File: src/rtl/frame_scan_controller.sv
// Raster-order frame scanner: one read per pixel, one 3x3 window
// centre handed to the Sobel stage after each completed neighbourhood.
module frame_scan_controller #(
  parameter int DIM_BITS  = 10,
  parameter int ADDR_BITS = 20
) (
  input  logic                 clk,
  input  logic                 rst,
  input  logic                 start,
  input  logic                 abort,
  input  logic [DIM_BITS-1:0]  img_width,
  input  logic [DIM_BITS-1:0]  img_height,
  input  logic [ADDR_BITS-1:0] base_addr,
  output logic                 rd_req,
  output logic [ADDR_BITS-1:0] rd_addr,
  input  logic                 rd_ack,
  output logic                 win_valid,
  output logic [DIM_BITS-1:0]  win_row,
  output logic [DIM_BITS-1:0]  win_col,
  input  logic                 win_ready,
  output logic                 busy,
  output logic                 done,
  output logic                 cfg_err
);

  typedef enum logic [1:0] {
    IDLE,
    READ,
    WIN,
    DONE
  } state_t;

  localparam logic [DIM_BITS-1:0]  D_ONE = DIM_BITS'(1);
  localparam logic [DIM_BITS-1:0]  D_TWO = DIM_BITS'(2);
  localparam logic [DIM_BITS-1:0]  D_MIN = DIM_BITS'(3);
  localparam logic [ADDR_BITS-1:0] A_ONE = ADDR_BITS'(1);

  state_t              state;
  logic [DIM_BITS-1:0] w_q;
  logic [DIM_BITS-1:0] h_q;
  logic [DIM_BITS-1:0] row;
  logic [DIM_BITS-1:0] col;
  logic                last;

  always_ff @(posedge clk) begin
    if (rst) begin
      state     <= IDLE;
      w_q       <= '0;
      h_q       <= '0;
      row       <= '0;
      col       <= '0;
      last      <= 1'b0;
      rd_req    <= 1'b0;
      rd_addr   <= '0;
      win_valid <= 1'b0;
      win_row   <= '0;
      win_col   <= '0;
      busy      <= 1'b0;
      done      <= 1'b0;
      cfg_err   <= 1'b0;
    end else begin
      done    <= 1'b0;
      cfg_err <= 1'b0;
      if (abort && state != IDLE) begin
        state     <= IDLE;
        rd_req    <= 1'b0;
        win_valid <= 1'b0;
        busy      <= 1'b0;
      end else begin
        unique case (state)
          IDLE: begin
            if (start && !abort) begin
              if (img_width >= D_MIN && img_height >= D_MIN) begin
                state   <= READ;
                w_q     <= img_width;
                h_q     <= img_height;
                row     <= '0;
                col     <= '0;
                rd_addr <= base_addr;
                rd_req  <= 1'b1;
                busy    <= 1'b1;
              end else begin
                cfg_err <= 1'b1;
              end
            end
          end
          READ: begin
            if (rd_ack) begin
              if (col == w_q - D_ONE) begin
                col <= '0;
                row <= row + D_ONE;
              end else begin
                col <= col + D_ONE;
              end
              rd_addr <= rd_addr + A_ONE;
              // pixel (row,col) closes the window centred one up-left
              if (row >= D_TWO && col >= D_TWO) begin
                state     <= WIN;
                rd_req    <= 1'b0;
                win_valid <= 1'b1;
                win_row   <= row - D_ONE;
                win_col   <= col - D_ONE;
                last      <= (row == h_q - D_ONE) &&
                             (col == w_q - D_ONE);
              end
            end
          end
          WIN: begin
            if (win_ready) begin
              win_valid <= 1'b0;
              if (last) begin
                state <= DONE;
                done  <= 1'b1;
              end else begin
                state  <= READ;
                rd_req <= 1'b1;
              end
            end
          end
          DONE: begin
            state <= IDLE;
            busy  <= 1'b0;
          end
          default: state <= IDLE;
        endcase
      end
    end
  end

endmodule
File: config.mk
export PLATFORM = sky130hd
export DESIGN_NAME = frame_scan_controller
export DESIGN_NICKNAME = d
export VERILOG_FILES = /design/src/rtl/frame_scan_controller.sv
export SDC_FILE = /design/constraint.sdc
export NUM_CORES = 1
export LEC_CHECK = 0
export BUFFER_PORTS_ARGS = -buffer_cell sky130_fd_sc_hd__buf_2
export CAP_MARGIN = 20
export CORE_MARGIN = 8
export CORE_UTILIZATION = 50
export CTS_CLUSTER_SIZE = 40
export DETAILED_ROUTE_END_ITERATION = 16
export PLACE_DENSITY = 0.73
export SYNTH_ARGS = -nofsm -noshare
export SYNTH_HDL_FRONTEND = slang
export SYNTH_SLANG_ARGS = --single-unit
File: constraint.sdc
create_clock -name clk -period 3.05 [get_ports clk]
set_input_delay 0.1525 -clock clk [delete_from_list [all_inputs] [get_ports clk]]
set_output_delay 0.1525 -clock clk [all_outputs]
set_load 0.02 [all_outputs]
# [Yosys cells after proc, flatten, opt, wreduce, memory -nomap -nowiden]
# Index checks and enable logic that the tools add are counted.
[classes] n_reduce_logical=23 magnitude_cmp=4 n_bitwise=5 muxes=33 n_eq_ne=12 addsub=7
[op_table] op="$mux W10" n=6
[op_table] op="$mux W20" n=3
[op_table] op="$ge A10 B2 Y1 const B" n=4
[op_table] op="$pmux W10 S2" n=2
[op_table] op="$pmux W20 S2" n=1
[op_table] op="$sub A10 B1 Y10 const B" n=4
[op_table] op="$add A10 B1 Y10 const B" n=2
[op_table] op="$add A20 B1 Y20 const B" n=1
[op_table] op="$eq A10 B10 Y1" n=2
[op_table] op="$ne A2 B2 Y1 const B" n=7
[op_table] op="$mux W2" n=6
[op_table] op="$reduce_and A4 Y1" n=3
[op_table] op="$mux W1" n=11
[op_table] op="$reduce_and A5 Y1" n=2
[op_table] op="$pmux W2 S4" n=1
[op_table] op="$reduce_bool A2 Y1" n=4
[op_table] op="$reduce_or A4 Y1" n=2
[op_table] op="$reduce_and A7 Y1" n=1
[op_table] op="$reduce_and A6 Y1" n=1
[op_table] op="$logic_and A1 B1 Y1" n=5
[op_table] op="$not A1 Y1" n=5
[op_table] op="$eq A2 B2 Y1 const B" n=2
[op_table] op="$pmux W1 S2" n=2
[op_table] op="$pmux W1 S3" n=1
[op_table] op="6 further kinds" n=6
[word_totals] regBits=88 inputBits=46 elab_cells=98 out_inout_bits=45

# [Longest topological paths before layout]
# Gate-level depths: netlist of run 1.
[depth] word_depth=5 ltp_mapped=10 ltp_nobuf=8

# [Worst setup path after synthesis of run 1]
# OpenSTA, ideal clock, no wires.
[synth_timing] kind="reg2reg" start="reg w_q[0]" end="reg row[2]" setup_ns=0.116 n_path_buf=1 path_stages_with_launch=9 required_ns=2.934 period_less_slack_ns=2.591 setup_slack_ns=0.459 arrival_time_ns=2.475 path_cell_list="dfxtp_1 > inv_1 > ha_1 > xnor2_1 > or4_4 > or4_4 > buf_6 > o311a_1 > a31o_1"
[synth_via] elab_chain_len=4
[synth_lines] item="from (decl)" line="39" text="logic [DIM_BITS-1:0] w_q;"
[synth_lines] item="from (signal assigned)" line="75" text="w_q <= img_width;"
[synth_lines] item="$sub A10 B1 Y10" line="89" text="if (col == w_q - D_ONE) begin"
[synth_lines] item="$eq A10 B10 Y1" line="89"
[synth_lines] item="$ne A2 B2 Y1 (no source line)"
[synth_lines] item="$reduce_and A6 Y1 (no source line)"
[synth_lines] item="to (signal assigned)" line="91" text="row <= row + D_ONE;"
[synth_lines] item="to (decl)" line="41" text="logic [DIM_BITS-1:0] row;"
# Every way passes these cells.
# A chain may end at the register's enable or synchronous reset.

# [Worst setup path after layout of run 1]
[layout_timing] start="reg w_q[0]" end="reg row[4]"
# Same word-level chain as after synthesis.

==> summary.md, run 1 <==
| Metric | Value |
|---|---|
| Highest Clock Rate | between 300 and 400 MHz |
| Flop pwr share | 0.454 |
| Synth Register Bits | between 80 and 90 |
| Gate power share | 0.152 |
| Most frequent cell on the critical path | or4_4 |
| Post-DP Area | between 5000 and 6000 µm² |
| Most common library cells after synthesis | nand2_1, dfxtp_1, nor2_1, clkbuf_1, a21oi_1 |
| Final WL | between 10 and 15 mm |
| CTS buffer count | 9 |
| First-pass GRT wire length | roughly 22 mm |
| Yosys Warn Count | 0 |
| Final non-filler cell area | 5840 µm² |
| Outcome | finished, final reports clean |
| Hold depth | 3 |
| Post-CTS Setup Bufs | 0 |
| Total GRT Usage | 0.201 |
| Row count | 36 |
| Max incr delay on CP | approximately 600 ps |
| Die X | roughly 120 µm |
| Avg Synthesized Cell Area | 7.73 µm² |
| Share of the synthesized area in the top cell type | 0.350 |
| Net Switching | 0.000735 W |
| WL/cell | between 15 and 20 µm |
| Hold Vio Cnt, Final | 0 |
| Final slew viol count | 0 |
| Root buffer cell | clkbuf_8 |
| H-tree depth | 3 |
| Total negative slack | 0 ps |
| P&R area growth vs syn | 15.8% |
| Register area share after synthesis | 0.350 |
| # nets final | around 770 |
| Slowest cell on the critical path | or4_4 |
| Ratio of cells with drive above 1 in the final layout | 0.194 |
| Setup crit start kind | register |
| Placer Congestion | around 0.9 |
| Grt ovf | 0 |
| DRT Pass-1 Iters | 4 |
| Clock slew at reported path FFs | about 90 ps |
| Internal Power | 0.00200 W |
| Pwr dens | between 400 and 500 nW/µm² |
| Mapped Cells | ~650 |
| WS Path Type | reg -> reg |
| Die height | roughly 120 µm |
| Area leader, netlist | dfxtp_1 |
| Post-CTS sizing | 0 |
| Synth async-reset ratio | 0 |
| Core Footprint | between 9000 and 10000 µm² |
| Clk pwr share | 0.394 |
| I/O Buffers | 90 |
| Count leader, synth | nand2_1 |
| Slew @ Worst Pin | 754 ps |
| Worst Hold Class | in -> reg |
| DRC violations left | 0 |
| Buf+Inv Stages, Crit Path | 1 |
| Final ANT Viol Nets | 0 |
| Largest net degree at the start of global routing | 42 |
| Period minus WS final | 2680 ps |
| Post-synth EDFFs | 0 |
| CTS tree | yes |
| Drt initial violations | approximately 390 |
| Post-Syn Area | between 5000 and 6000 µm² |
| Inserted Diodes | 0 |
| CP Data Required Time | between 3000 and 4000 ps |
| Clock sink total | 88 |
| Sw frac | 0.268 |
| Worst-path fanout max | 11 |
| Max VDD drop | between 200 and 250 µV |
| Initial core utilization | 0.516 |
| Initial antenna violation count | 0 |
| Critical Path, Cell by Cell | inv_1, ha_1, xnor2_1, or4_4, or4_4, o311a_1, a31o_1 |
| Crit path from | w_q[0] |
| WP depth | 7 |
| Ranking of synthesized cells by area | dfxtp_1, nand2_1, a21oi_1 |
| Io pins | 91 |
| Final period util | 0.880 |
| Drt via density | 5.75 |
| HP Start | img_height[5] |
| CP delay by family, top | simple AND/OR/NAND/NOR gates |
| DP HPWL | a little over 10 mm |
| Final setup fails | 0 |
| CP Capture Type | register |
| Unrepaired setup endpoints after global routing | no |
| Die area | 13500 µm² |
| Predominant post-synthesis flop cell | dfxtp_1 |
| Net Count, Synth | between 700 and 800 |
| Yosys cell types | 62 |
| CTS max path bufs | 2 |
| Layout Skew | ~6.6 ps |
| Clock latency on the worst-skew pair | about 370 ps |
| Number of global-route vias before repair | ~4600 |
| R2R Path Start | w_q[0] |
| Slew HR | 0.496 |
| Cell leakage power | approximately 2.3 nW |
| Worst EP arrival | 2950 ps |
| Max-Cap Viols | 0 |
| # hold bufs at CTS | 0 |
| R2R cell count | 7 |
| Vias | 4909 |
[layer usage]
layer / GRT usage / share of wire
met5: 0 / 0
met4: 0.0683 / 0.013
met3: 0.0491 / 0.077
met2: 0.319 / 0.46
met1: 0.262 / 0.45
[power groups by stage]
stage          Sequential (W)  Clock [W]  Combinational [W]
2_1_floorplan         0.00128          0           0.000263
3_3_place_gp          0.00126          0           0.000401
3_5_place_dp          0.00127          0           0.000415
4_1_cts               0.00124    0.00109           0.000417
5_1_grt               0.00125    0.00114           0.000458
6_report              0.00124    0.00108           0.000417
[final timing paths]
check                end  slack (ps)
hold / removal    h_q[5]          30
setup / recovery  row[4]         370
hold reg to reg   h_q[8]         470
setup reg to reg  row[4]         370
[metrics by stage]
stage | util | setup slack (ps) | hold slack (ps) | power, W | cells
5_1_grt | 0.597 | 259 | 24.7 | 0.00285 | 854
6_report | 0.597 | 367 | 27.4 | 0.00274 | 854
3_5_place_dp | 0.570 | 389 | 414 | 0.00168 | 838
4_1_cts | 0.597 | 367 | 17.5 | 0.00275 | 854
2_1_floorplan | - | 459 | 288 | 0.00154 | 652
3_3_place_gp | 0.570 | 410 | 407 | 0.00167 | 838
[sequential cells by signal (all words and copies together), names as in the netlist]
signal,cells
win_col,10
row,10
w_q,10
h_q,10
rd_addr,20
last,1
rd_req,1
col,10
cfg_err,1
done,1
win_valid,1
state,2
busy,1
win_row,10
[logic make-up (layout without fill, tap and decap cells)]
| kind of cell | count (synthesis) | after routing | synth area share |
|---|---|---|---|
| AOI/OAI and AO/OA | 156 | 156 | 0.206 |
| xor gates and xnor gates | 47 | 47 | 0.0832 |
| adders and majority gates | 9 | 9 | 0.0223 |
| buffers and inverters | 70 | 139 | 0.0554 |
| DFF | 88 | 88 | 0.350 |
| muxes | 12 | 12 | 0.0238 |
| and+or+nand+nor | 270 | 270 | 0.260 |
[tightest hold or removal path, stage by stage]
cell     delay [ps]
buf_2           100
nand2_1          50
a21oi_1          50
[placed cells by master (no fill, tap or decap), types with 4 or more instances in the layout]
cell type / netlist / layout
nor3_1: 25 / 24
inv_1: 17 / 17
a31oi_1: 11 / 11
buf_2: 1 / 90
nor4_1: 17 / 17
nand3_1: 24 / 24
a21oi_1: 47 / 47
a211oi_1: 29 / 29
nand4_1: 7 / 7
o21ai_0: 19 / 19
or3_1: 7 / 7
bufinv_16: 0 / 4
xor2_1: 22 / 22
nand2b_1: 7 / 7
a21o_1: 4 / 4
nand2_1: 95 / 95
or2_2: 5 / 5
a31o_1: 4 / 4
mux2i_1: 12 / 12
nor2b_1: 5 / 5
nor2_1: 54 / 53
ha_1: 9 / 9
o211ai_1: 5 / 5
or4_1: 4 / 4
xnor2_1: 24 / 24
buf_4: 0 / 16
clkbuf_8: 0 / 10
a221oi_1: 4 / 4
dfxtp_1: 88 / 88
[cell type report]
class | count | area (µm²)
timing repair buffer | 106 | 571
tap | 133 | 166
multi-input combinational | 494 | 3010
clock inverter | 5 | 128
clock buffer | 11 | 141
sequential | 88 | 1760
inverter | 17 | 63.8
fill | 922 | 3940
Power figures use the tool's default switching activity.
==> inputs of run 2 (changes only) <==
--- a/config.mk
+++ b/config.mk
@@ -8,10 +8,10 @@
 export BUFFER_PORTS_ARGS = -buffer_cell sky130_fd_sc_hd__buf_2
 export CAP_MARGIN = 20
 export CORE_MARGIN = 8
-export CORE_UTILIZATION = 50
+export CORE_UTILIZATION = 56
 export CTS_CLUSTER_SIZE = 40
 export DETAILED_ROUTE_END_ITERATION = 16
-export PLACE_DENSITY = 0.73
+export PLACE_DENSITY = 0.8
 export SYNTH_ARGS = -nofsm -noshare
 export SYNTH_HDL_FRONTEND = slang
 export SYNTH_SLANG_ARGS = --single-unit
==> run 2 against run 1 <==
  * Flip-flop and latch count unchanged
  * First-iteration DRC count increased by 18%
  * Critical endpoint unchanged
  * Non-clock buffer count decreased by 1
  * Global-route usage increased by 0.58 points
  * Highest routed layer unchanged
  * Clock power decreased by 29%
  * Clock skew increased by 5.5 ps
  * Sequential share of layout area increased by 0.65 points
  * Count of clock-buffer cells in the layout increased by 3
  * Routed wire length decreased by 1.9%
  * Design area decreased by 2.1%
  * Via count increased by 1.5%
  * Register-to-register slack about the same
==> summary.md, run 2 (synthesis results as in run 1) <==
| Metric | Value |
|---|---|
| Post-CTS sizing | 0 |
| Vias | about 5000 |
| Most frequent cells in the layout | nand2_1, buf_2, dfxtp_1, nor2_1, a21oi_1 |
| Hold Vio Cnt, Final | 0 |
| Wire length on met3 | 871 µm |
| Setup WS pre-CTS | 393 ps |
| Setup crit start kind | register |
| DRT Pass-1 Iters | 5 |
| Number of global-route vias before repair | roughly 4600 |
| Final non-filler cell area | between 5000 and 6000 µm² |
| Final ANT Viol Nets | 0 |
| Max-Cap Viols | 0 |
| CP Capture Type | register |
| Final setup fails | 0 |
| Biggest register | rd_addr |
| First-pass GRT wire length | 21.9 mm |
| Cell leakage power | between 2 and 2.5 nW |
| Die X | 111 µm |
| HP Start | img_width[9] |
| Commonest non-fill, non-tap cell in the layout | nand2_1 |
| DR WL met2 | between 6 and 7 mm |
| WS Path Type | reg -> reg |
| Post-CTS Setup Bufs | 0 |
| Final Core Density | 0.655 |
| # hold bufs at CTS | 0 |
| Max reg flops | 20 |
| Final WL | 13.4 mm |
| Row count | 34 |
| Final WS setup | 362 ps |
| CTS max path bufs | 2 |
| Io pins | 91 |
| Total negative slack | 0 ps |
| R2R Path Start | w_q[0] |
| Reg-to-reg slack, setup | roughly 360 ps |
| H-tree depth | 3 |
| Ratio of cells with drive above 1 in the final layout | 0.192 |
| Inserted Diodes | 0 |
| WHS Endpoint | w_q[9] |
| CTS tree | yes |
| Area of the multi-input gates | between 3000 and 4000 µm² |
| Slew @ Worst Pin | ~930 ps |
| Highest Clock Rate | 372 MHz |
| Grt ovf | 0 |
| Drt via density | around 6.0 |
| Worst Hold Class | in -> reg |
| Clock latency on the worst-skew pair | between 300 and 400 ps |
| Clock slew at reported path FFs | approximately 90 ps |
| CTS buffer count | 9 |
| Layout Skew | 12.0 ps |
| Top Layer Used | met4 |
| Worst EP arrival | 2930 ps |
| Worst reg2reg endpoint | row[4] |
| Initial antenna violation count | 0 |
| Post-DP Area | 5530 µm² |
| Slew HR | 0.380 |
| Fillers | between 700 and 800 |
| Period minus WS final | roughly 2700 ps |
| Drt initial violations | between 400 and 500 |
| Register area | 1760 µm² |
| # nets final | 770 |
| Worst-path fanout max | 11 |
| DRC violations left | 0 |
| I/O Buffers | 90 |
| P&R area growth vs syn | 13.4% |
| Root buffer cell | clkbuf_8 |
| Pwr dens | roughly 420 nW/µm² |
| Final slew viol count | 0 |
| Clock sink total | 88 |
| Wire length on met1 | ~6.1 mm |
| Initial core utilization | 0.578 |
| Outcome | finished, final reports clean |
| CP Data Required Time | between 3000 and 4000 ps |
| Die height | around 110 µm |
| Max VDD drop | between 200 and 300 µV |
| Core Footprint | a little under 9000 µm² |
| Largest net degree at the start of global routing | 49 |
| Total GRT Usage | 0.207 |
| R2R cell count | 7 |
| Final period util | 0.881 |
| Hold depth | 3 |
| WL/cell | 16.2 µm |
| Placer Congestion | slightly below 0.9 |
| Unrepaired setup endpoints after global routing | no |
| Die area | 12300 µm² |
| DP HPWL | slightly below 10 mm |
run 2: cell count changes in the layout (fill, tap and decap cells not counted), sizes merged:
cell / previous run / this run
clkinv: 0 / 1
clkbuf: 11 / 14
bufinv: 4 / 0
buf: 106 / 105
run 2: report_power, final:
group          leakage [nW]  switching [W]  internal [W]
Sequential            0.714      0.0000505       0.00119
Clock                0.0927       0.000407      0.000364
Combinational          1.49       0.000255      0.000165
Total                  2.30       0.000713       0.00172
run 2: worst max-delay path by stage:
stage | cells after the start | from | slack, ps | to
after floorplan | 8 | w_q[0] | 460 | row[2]
after global placement | 7 | w_q[0] | 410 | row[4]
after detailed placement | 7 | w_q[0] | 390 | row[4]
after CTS | 7 | w_q[0] | 360 | row[4]
after global routing | 7 | w_q[0] | 270 | row[4]
final | 7 | w_q[0] | 360 | row[4]
run 2: layout make-up:
class                      instances  area share
tap                              108      0.0236
clock inverter                     2     0.00219
inverter                          17      0.0112
clock buffer                      14      0.0302
multi-input combinational        494       0.526
timing repair buffer             105      0.0985
sequential                        88       0.308
run 2: stage by stage:
stage	std cells	power [W]	hold WS, ps
finish	828	0.00243	46.1
global route	828	0.00253	47.6
floorplan	652	0.00154	288
CTS	828	0.00243	34.6
global placement	812	0.00166	404
detailed placement	812	0.00168	411
run 2: critical path, stage by stage, from the launching register on:
cell and delay [ps]:
dfxtp_1 440, inv_1 70, ha_1 300, xnor2_1 130
or4_4 490, or4_4 590, o311a_1 390, a31o_1 180
run 2: per-layer routing:
metal | vias up | track usage
met2 | 195 | 0.334
met3 | 22 | 0.0509
li1 | 2454 | -
met4 | 0 | 0.0613
met1 | 2312 | 0.266
met5 | - | 0
